<file path="config.mk">
export PLATFORM = sky130hd
export DESIGN_NAME = fp_add4_arb
export DESIGN_NICKNAME = d
export VERILOG_FILES = /design/src/rtl/fp_add4_pkg.sv /design/src/rtl/rr_arbiter.sv /design/src/rtl/fp_add4_arb.sv
export SDC_FILE = /design/constraint.sdc
export NUM_CORES = 1
export LEC_CHECK = 0
export CORE_AREA = 2 2 281 283
export DETAILED_ROUTE_END_ITERATION = 8
export DIE_AREA = 0 0 283 285
export PLACE_DENSITY_LB_ADDON = 0.08
export SLEW_MARGIN = 10
export SYNTH_ARGS = -nofsm -noshare
export SYNTH_HDL_FRONTEND = slang
export SYNTH_SLANG_ARGS = --single-unit
</file>
<file path="constraint.sdc">
create_clock -name clk -period 4.51 [get_ports clk]
set_input_delay 0.902 -clock clk [delete_from_list [all_inputs] [get_ports clk]]
set_output_delay 0.902 -clock clk [all_outputs]
set_load 0.05 [all_outputs]
</file>
<file path="src/rtl/fp_add4_pkg.sv">
// Shared types for the FP_ADD4 arbiter: operand bundles, pipeline tags and
// the outstanding-operation counter width.
package fp_add4_pkg;

  typedef logic [31:0] fp32_t;

  // a sits in the low word so the packed layout matches {d,c,b,a}
  typedef struct packed {
    fp32_t d;
    fp32_t c;
    fp32_t b;
    fp32_t a;
  } add4_req_t;

  localparam int CNT_W    = 4;
  localparam int TAG_ID_W = 3;

  typedef logic [CNT_W-1:0] cnt_t;

  // Tag id is sized for the largest supported requester count (8)
  typedef struct packed {
    logic                valid;
    logic [TAG_ID_W-1:0] id;
  } tag_t;

  function automatic int id_width(input int n);
    return (n > 1) ? $clog2(n) : 1;
  endfunction

endpackage

</file>
<file path="src/rtl/rr_arbiter.sv">
// Combinational round-robin picker: first eligible requester strictly after
// last_grant, wrapping around to last_grant itself.
module rr_arbiter
  import fp_add4_pkg::*;
#(
  parameter int N  = 4,
  parameter int IW = id_width(N)
) (
  input  logic [N-1:0]  eligible,
  input  logic [IW-1:0] last_grant,
  output logic [N-1:0]  grant,
  output logic [IW-1:0] grant_idx,
  output logic          any_grant
);

  // Two passes keep every vector index a loop constant
  always_comb begin
    grant     = '0;
    grant_idx = '0;
    any_grant = 1'b0;
    for (int i = 0; i < N; i++) begin
      if (!any_grant && eligible[i] && (i > int'(last_grant))) begin
        grant[i]  = 1'b1;
        grant_idx = IW'(i);
        any_grant = 1'b1;
      end
    end
    for (int i = 0; i < N; i++) begin
      if (!any_grant && eligible[i] && (i <= int'(last_grant))) begin
        grant[i]  = 1'b1;
        grant_idx = IW'(i);
        any_grant = 1'b1;
      end
    end
  end

endmodule

</file>
<file path="src/rtl/fp_add4_arb.sv">
// Round-robin front end for a shared four-operand FP adder: grants one request
// per cycle, tags it through the adder latency and returns the sum to its owner.
module fp_add4_arb
  import fp_add4_pkg::*;
#(
  parameter int NREQ    = 4,
  parameter int ADD_LAT = 6,
  parameter int MAX_OUT = 4
) (
  input  logic                clk,
  input  logic                reset,
  input  logic [NREQ-1:0]     req_valid,
  input  logic [NREQ*128-1:0] req_data,
  output logic [NREQ-1:0]     req_ready,
  output fp32_t               add_a,
  output fp32_t               add_b,
  output fp32_t               add_c,
  output fp32_t               add_d,
  input  fp32_t               add_result,
  output logic [NREQ-1:0]     resp_valid,
  output fp32_t               resp_data
);

  localparam int ID_W = id_width(NREQ);

  logic [ID_W-1:0] last_grant_reg;
  cnt_t            out_cnt_reg [NREQ];
  tag_t            tag_reg [ADD_LAT];

  logic [NREQ-1:0] eligible;
  logic [NREQ-1:0] grant;
  logic [NREQ-1:0] resp_onehot;
  logic [ID_W-1:0] grant_idx;
  logic            any_grant;
  logic            transfer;
  add4_req_t       req_arr [NREQ];
  add4_req_t       operands;
  tag_t            last_tag;

  for (genvar gi = 0; gi < NREQ; gi++) begin : g_req
    assign req_arr[gi]     = req_data[gi*128 +: 128];
    assign eligible[gi]    = req_valid[gi] && (out_cnt_reg[gi] < cnt_t'(MAX_OUT));
    assign resp_onehot[gi] = (last_tag.id == TAG_ID_W'(gi));
  end

  rr_arbiter #(.N(NREQ), .IW(ID_W)) u_arb (
    .eligible   (eligible),
    .last_grant (last_grant_reg),
    .grant      (grant),
    .grant_idx  (grant_idx),
    .any_grant  (any_grant)
  );

  // Nothing is accepted while reset is high, so operands stay zero then too
  assign transfer  = any_grant && !reset;
  assign req_ready = transfer ? grant : '0;
  assign operands  = transfer ? req_arr[grant_idx] : '0;
  assign add_a     = operands.a;
  assign add_b     = operands.b;
  assign add_c     = operands.c;
  assign add_d     = operands.d;
  assign last_tag  = tag_reg[ADD_LAT-1];

  always_ff @(posedge clk) begin
    if (reset) begin
      last_grant_reg <= ID_W'(NREQ - 1);
    end else if (transfer) begin
      last_grant_reg <= grant_idx;
    end
  end

  always_ff @(posedge clk) begin
    if (reset) begin
      for (int s = 0; s < ADD_LAT; s++) tag_reg[s] <= '0;
    end else begin
      tag_reg[0] <= '{valid: transfer, id: TAG_ID_W'(grant_idx)};
      for (int s = 1; s < ADD_LAT; s++) tag_reg[s] <= tag_reg[s-1];
    end
  end

  // A grant and a response in the same cycle cancel out
  always_ff @(posedge clk) begin
    for (int i = 0; i < NREQ; i++) begin
      if (reset) begin
        out_cnt_reg[i] <= '0;
      end else if (req_ready[i] && !resp_valid[i]) begin
        out_cnt_reg[i] <= out_cnt_reg[i] + 4'd1;
      end else if (!req_ready[i] && resp_valid[i]) begin
        out_cnt_reg[i] <= out_cnt_reg[i] - 4'd1;
      end
    end
  end

  always_ff @(posedge clk) begin
    if (reset) begin
      resp_valid <= '0;
      resp_data  <= '0;
    end else begin
      resp_valid <= last_tag.valid ? resp_onehot : '0;
      if (last_tag.valid) resp_data <= add_result;
    end
  end

endmodule

</file>
# Word level (Yosys, flattened, before mapping)
# Memories as Yosys holds them, arrays and structs flattened.
# Cells that the tools add are included.
dict set report op_classes {
  add_sub_neg 8
  n_mul 0
  n_div 0
  n_lt_le_gt_ge 11
  n_eq_ne 3
  shifts 0
  muxes 70
  bitwise 16
  n_reduce_logical 42
}
# cell n
set ops {}
lappend ops {{$mux 128} 3}
lappend ops {{$bmux 128 s2} 1}
lappend ops {{$mux 4} 15}
lappend ops {{$mux 1} 45}
lappend ops {{$logic_and 1x1->1} 25}
lappend ops {{$add 4x1->4 const B} 4}
lappend ops {{$lt 4x3->1 const B} 4}
lappend ops {{$sub 4x1->4 const B} 4}
lappend ops {{$logic_not 1->1} 15}
lappend ops {{$or 1x1->1} 14}
lappend ops {{$mux 2} 6}
lappend ops {{$eq 3x2->1 const B} 2}
lappend ops {{$gt 2x2->1 const A} 2}
lappend ops {{$le 2x2->1 const A} 2}
lappend ops {{$eq 3x1->1 const B} 1}
lappend ops {{$ge 3x3->1 const B} 1}
lappend ops {{$logic_not 3->1} 1}
lappend ops {{$not 2->3} 1}
lappend ops {{$gt 1x2->1 const A} 1}
lappend ops {{$le 1x2->1 const A} 1}
lappend ops {{$reduce_or 2->1} 1}
lappend ops {{$not 1->1} 1}
dict set report word_totals {
  ff_bits 38
  latchBits 0
  ramBits 40
  rom_bits 0
  inputBits 550
  out_inout_bits 168
  wordCells 155
  mem_count 2
}
# name depth word_bits read_ports rd_clocked_by_memory_dff wr line
set mem_list {}
lappend mem_list {tag_reg 6 4 6 0 6 fp_add4_arb.sv:28} ;# tag_t tag_reg [ADD_LAT];
lappend mem_list {out_cnt_reg 4 4 4 0 4 fp_add4_arb.sv:27} ;# cnt_t out_cnt_reg [NREQ];

# Logic depth before layout (Yosys ltp)
# Gate-level depths: netlist of the first run.
# An unclocked memory read counts as a cell.
dict set report depth {
  depth_word 37
  depth_mapped 12
  mapped_depth_nobuf 11
}

# Modules after synthesis
# From an unflattened synthesis of the first run, not the netlist that was laid out.
dict set report unflattened {
  hier_cells 619
  hier_area_um2 7205.7
}
# module n_inst cells_each area_each_um2 seq_area_each_um2
set by_module_without_submodules {}
lappend by_module_without_submodules {fp_add4_arb 1 585 6971.7 1601.5}
lappend by_module_without_submodules {rr_arbiter 1 34 234.0 0.0}

# Worst setup path after synthesis of the first run
# Ideal clock, no wire load.
dict set report synth_path {
  path_kind {input-to-output}
  from {input req_valid[1]}
  to {output add_b[11]}
  t_arrival_ns 3.136
  path_slack_ns 0.472
  cell_stages 8
  n_path_buf 3
  cell_sequence {or4b_1 > buf_2 > a22oi_2 > o21ai_1 > buf_2 > buf_1 > mux2i_1 > o221ai_1}
}
dict set report synth_between {
  elab_chain_len 31
}
# element line
set synth_lines {}
lappend synth_lines {{start, declared} fp_add4_arb.sv:12} ;# input logic [NREQ-1:0] req_valid,
lappend synth_lines {{$logic_and 1x1->1 (*)} fp_add4_arb.sv:42} ;# assign eligible[gi] = req_valid[gi] && (out_cnt_reg[gi] < cnt_t'(MAX_OUT));
lappend synth_lines {{$logic_and 1x1->1} rr_arbiter.sv:22} ;# if (!any_grant && eligible[i] && (i > int'(last_grant))) begin
lappend synth_lines {{$mux 1} rr_arbiter.sv:22}
lappend synth_lines {{$logic_not 1->1} rr_arbiter.sv:22}
lappend synth_lines {{$logic_and 1x1->1 (2 in series)} rr_arbiter.sv:22}
lappend synth_lines {{$mux 1} rr_arbiter.sv:22}
lappend synth_lines {{$logic_not 1->1} rr_arbiter.sv:22}
lappend synth_lines {{$logic_and 1x1->1 (2 in series)} rr_arbiter.sv:22}
lappend synth_lines {{[... 11 more ...]} n/a}
lappend synth_lines {{$mux 1} rr_arbiter.sv:29} ;# if (!any_grant && eligible[i] && (i <= int'(last_grant))) begin
lappend synth_lines {{$logic_not 1->1} rr_arbiter.sv:29}
lappend synth_lines {{$logic_and 1x1->1 (2 in series)} rr_arbiter.sv:29}
lappend synth_lines {{$mux 2} rr_arbiter.sv:29}
lappend synth_lines {{$not 2->3 (not written as such)} fp_add4_arb.sv:57} ;# assign operands = transfer ? req_arr[grant_idx] : '0;
lappend synth_lines {{$bmux 128 s2} fp_add4_arb.sv:57}
lappend synth_lines {{$mux 128 (not written as such) (2 in series)} fp_add4_arb.sv:57}
lappend synth_lines {{$mux 128 (*)} fp_add4_arb.sv:57}
lappend synth_lines {{end, declared} fp_add4_arb.sv:16} ;# output fp32_t add_b,
# Mark *: on every way between the ends. The rest lies on a longest branch, timed or not. The select of a mux whose other input is x is not followed.

# Worst setup path in the final report of the first run
dict set report layout_path {
  from {input req_valid[3]}
  to {output add_c[6]}
}
dict set report layout_between {
  elab_chain_len 24
}
# element line
set layout_lines {}
lappend layout_lines {{$logic_and 1x1->1 (*)} fp_add4_arb.sv:42}
lappend layout_lines {{$logic_and 1x1->1 (2 in series)} rr_arbiter.sv:22}
lappend layout_lines {{$mux 1} rr_arbiter.sv:22}
lappend layout_lines {{$logic_not 1->1} rr_arbiter.sv:29}
lappend layout_lines {{$logic_and 1x1->1} rr_arbiter.sv:29}
lappend layout_lines {{$mux 1} rr_arbiter.sv:29}
lappend layout_lines {{$logic_not 1->1} rr_arbiter.sv:29}
lappend layout_lines {{$logic_and 1x1->1 (2 in series)} rr_arbiter.sv:29}
lappend layout_lines {{[... 4 more ...]} n/a}
lappend layout_lines {{$mux 1} rr_arbiter.sv:29}
lappend layout_lines {{$logic_not 1->1} rr_arbiter.sv:29}
lappend layout_lines {{$logic_and 1x1->1 (2 in series)} rr_arbiter.sv:29}
lappend layout_lines {{$mux 2} rr_arbiter.sv:29}
lappend layout_lines {{$not 2->3 (not written as such)} fp_add4_arb.sv:57}
lappend layout_lines {{$bmux 128 s2} fp_add4_arb.sv:57}
lappend layout_lines {{$mux 128 (not written as such) (2 in series)} fp_add4_arb.sv:57}
lappend layout_lines {{$mux 128 (*)} fp_add4_arb.sv:57}
lappend layout_lines {{end, declared} fp_add4_arb.sv:17} ;# output fp32_t add_c,
# Marked as above.

==> reports/results.txt, run 1 <==
Status = complete, no violations
Worst-Margin Slew = 1.172 ns
Share of cells above drive strength 1 = 13.90%
Die ar. = 80660 um^2
Critical Path RT = 3.61 ns
Clock tree from TritonCTS = done
FMAX = 0.2295 GHz
Clock buffer depth = 2
Static leakage = 6.786 nW
Max Slew Vio Count = 0
CP Class = in -> out
Clk_lat worst skew = 0.34 ns
Synth Instances = 860
Clk_skew = 0.01553 ns
Setup ws final = 0.1523 ns
Vias per cell = 3.520
Number of enable flip-flop cells after synthesis = 16
Comb pwr share = 56.3%
Share of the yosys chip area belonging to registers = 23.78%
Drt wl/cell = 24.92 um
Hold_ws = 0.4375 ns
Clk sinks = 72
WHS Path Cells = 1
Initial core utilization = 8.637%
R2r worst-path depth = 7
Worst rel slew slack = 21.88%
Place WS = -0.04621 ns
Area Growth Syn to Fin = 136.2%
Pin count of the biggest net entering global routing = 64
Startpoint types = input pin
RSZ-0062 raised after global routing = false
Crit path time final = 4.358 ns
MaxCap Viol Count = 0
# IOs = 718
Seq pwr share = 19.9%
RePlAce Congestion = 0.8775
Cell variety after synth = 51
Synthesized area = 6734 um^2
Final Routed Wirelength = 65800 um
Async SR Flop Fraction = 0%
Post-Syn Nets = 1419
Peak supply drop = 0.1468 mV
GR Util All Layers = 15.66%
GR Overflow Total = 0
Initial antenna violation count = 30
Root Driver = clkbuf_16
DP HPWL = 57190 um
Vias in the first global route = 10016
Min-delay worst type = reg -> reg
Via count = 9293
Number of CTS-inserted buffers = 9
Setup violators final = 0
Cell row count = 103
IO buf count = 717
Sw Ratio = 38.97%
Die height = 285 um
Drt drc = 0
Global-route wire length before repair = 87620 um
H-tree depth = 3
Total chip power = 3.520 mW
Clock Power Share = 23.7%
Crit end category = output pin
Drt pass-1 iters = 4
Final Hold Fails = 0
Commonest non-fill, non-tap cells in the layout = clkdlybuf4s50_1, mux2i_1, buf_4, inv_1, nand2_1
Post-detailed-route count of antenna-violating nets = 0
Most common cell after layout, fill and taps aside = clkdlybuf4s50_1
Period utilisation layout = 96.62%
Largest register FFs = 32
Starting DRT DRC Count = 346
Warnings from Yosys = 0
Worst Path Arrival = 3.46 ns
PwrDens = 221.3 nW/um^2
Internal power = 2.148 mW
Avg Inst Size Synth = 7.830 um^2
CORE AREA = 77970 um^2
#FFs+latches synth = 72
Most used DFF post-synth = dfxtp_1
Clk pin slew, worst setup/hold paths = 0.06 ns
Die Wd = 283 um
Worst-path fanout max = 25
Nets = 2131
P_sw = 1.372 mW
-- per-stage QoR --
stage / util, % / TNS (ns) / cell area (um^2) / cells
finish: 20.40 / 0 / 15900 / 2640
global route: 20.35 / 0 / 15870 / 2626
CTS: 20.33 / 0 / 15850 / 2625
detailed placement: 19.88 / -0.05213 / 15500 / 2610
global placement: 19.88 / -0.05694 / 15500 / 2610
floorplan: - / 0 / 6734 / 860
-- routing by layer --
metal	global-route usage [%]	up-vias	share of wire [%]
li1	-	4513	-
met1	15.67	4324	35
met2	31.31	400	55
met3	5.496	44	8.1
met4	2.154	12	1.4
met5	0	-	0.12
-- power by group through the flow --
| stage | Combinational, mW | Sequential [mW] | Clock, mW |
|---|---|---|---|
| after floorplan | 0.930 | 0.712 | 0 |
| final | 1.98 | 0.701 | 0.835 |
| after global routing | 2.09 | 0.705 | 0.889 |
| after detailed placement | 2.01 | 0.715 | 0 |
| after CTS | 2.02 | 0.701 | 0.868 |
| after global placement | 2.02 | 0.715 | 0 |
-- worst paths after layout --
path | endpoint | slack, ns | startpoint
min reg2reg | tag_reg[0][5] | 0.44 | tag_reg[0][1]
max | add_c[6] | 0.15 | req_valid[3]
max reg2reg | out_cnt_reg[0][2] | 1.48 | out_cnt_reg[1][2]
min | tag_reg[0][5] | 0.44 | tag_reg[0][1]
-- critical path: stages --
cell and delay, ns:
clkdlybuf4s50_1 0.48, or4b_1 0.56, a22oi_1 0.36, a2bb2oi_4 0.24, buf_12 0.23, buf_12 0.21, o221ai_1 0.20, buf_12 0.20
-- cells in the mapped netlist (6+ instances only) --
cell | instances | area (um^2)
buf_2 | 24 | 120.1
nor3_1 | 9 | 45.04
dfxtp_1 | 56 | 1121
nor2b_1 | 17 | 106.4
mux2i_1 | 162 | 1622
inv_1 | 140 | 525.5
nand2_1 | 135 | 506.7
xnor2_1 | 7 | 61.31
nor2_1 | 43 | 161.4
clkbuf_1 | 33 | 123.9
buf_1 | 8 | 30.03
ha_1 | 8 | 100.1
edfxtp_1 | 16 | 480.5
o221ai_1 | 128 | 1121
a21oi_1 | 6 | 30.03
buf_6 | 6 | 67.56
-- area by class of cell --
class                      count  area (um^2)
clock inverter                 2        38.79
multi-input combinational    576         4310
antenna                       14        35.03
inverter                     140        525.5
timing repair buffer         773         7762
clock buffer                  13        314.1
tap                         1050         1314
sequential                    72         1603
fill                        8685        62070
-- logic make-up (layout without fill, tap and decap cells) --
| group | Yosys count | in the layout | synth area share (%) |
|---|---|---|---|
| AO/OA/AOI/OAI | 162 | 162 | 20.61 |
| XOR/XNOR | 9 | 9 | 1.171 |
| adder cells (fa/ha/maj) | 9 | 9 | 1.784 |
| buffers and inverters | 212 | 928 | 12.99 |
| flip-flops | 72 | 72 | 23.78 |
| multiplexers | 162 | 162 | 24.08 |
| other | 0 | 14 | 0 |
| AND/OR/NAND/NOR | 234 | 234 | 15.59 |
-- repair_timing --
| item | 4_1_cts | 5_1_grt |
|---|---|---|
| pin swaps | 1 | 1 |
| gates resized for setup | 1 | 2 |
| buffers inserted | 0 | 1 |
| hold buffers | 0 | 0 |
| endpoints found under the setup margin | 2 | 5 |
| cloned | 0 | 0 |
(Power assumes the default switching activity.)
==> run 2: changes to the inputs <==
--- a/config.mk
+++ b/config.mk
@@ -9,7 +9,6 @@
 export DETAILED_ROUTE_END_ITERATION = 8
 export DIE_AREA = 0 0 283 285
 export PLACE_DENSITY_LB_ADDON = 0.08
-export SLEW_MARGIN = 10
 export SYNTH_ARGS = -nofsm -noshare
 export SYNTH_HDL_FRONTEND = slang
 export SYNTH_SLANG_ARGS = --single-unit
==> results of run 2 <==
Final layout, timing and power as in run 1 (identical DEF).
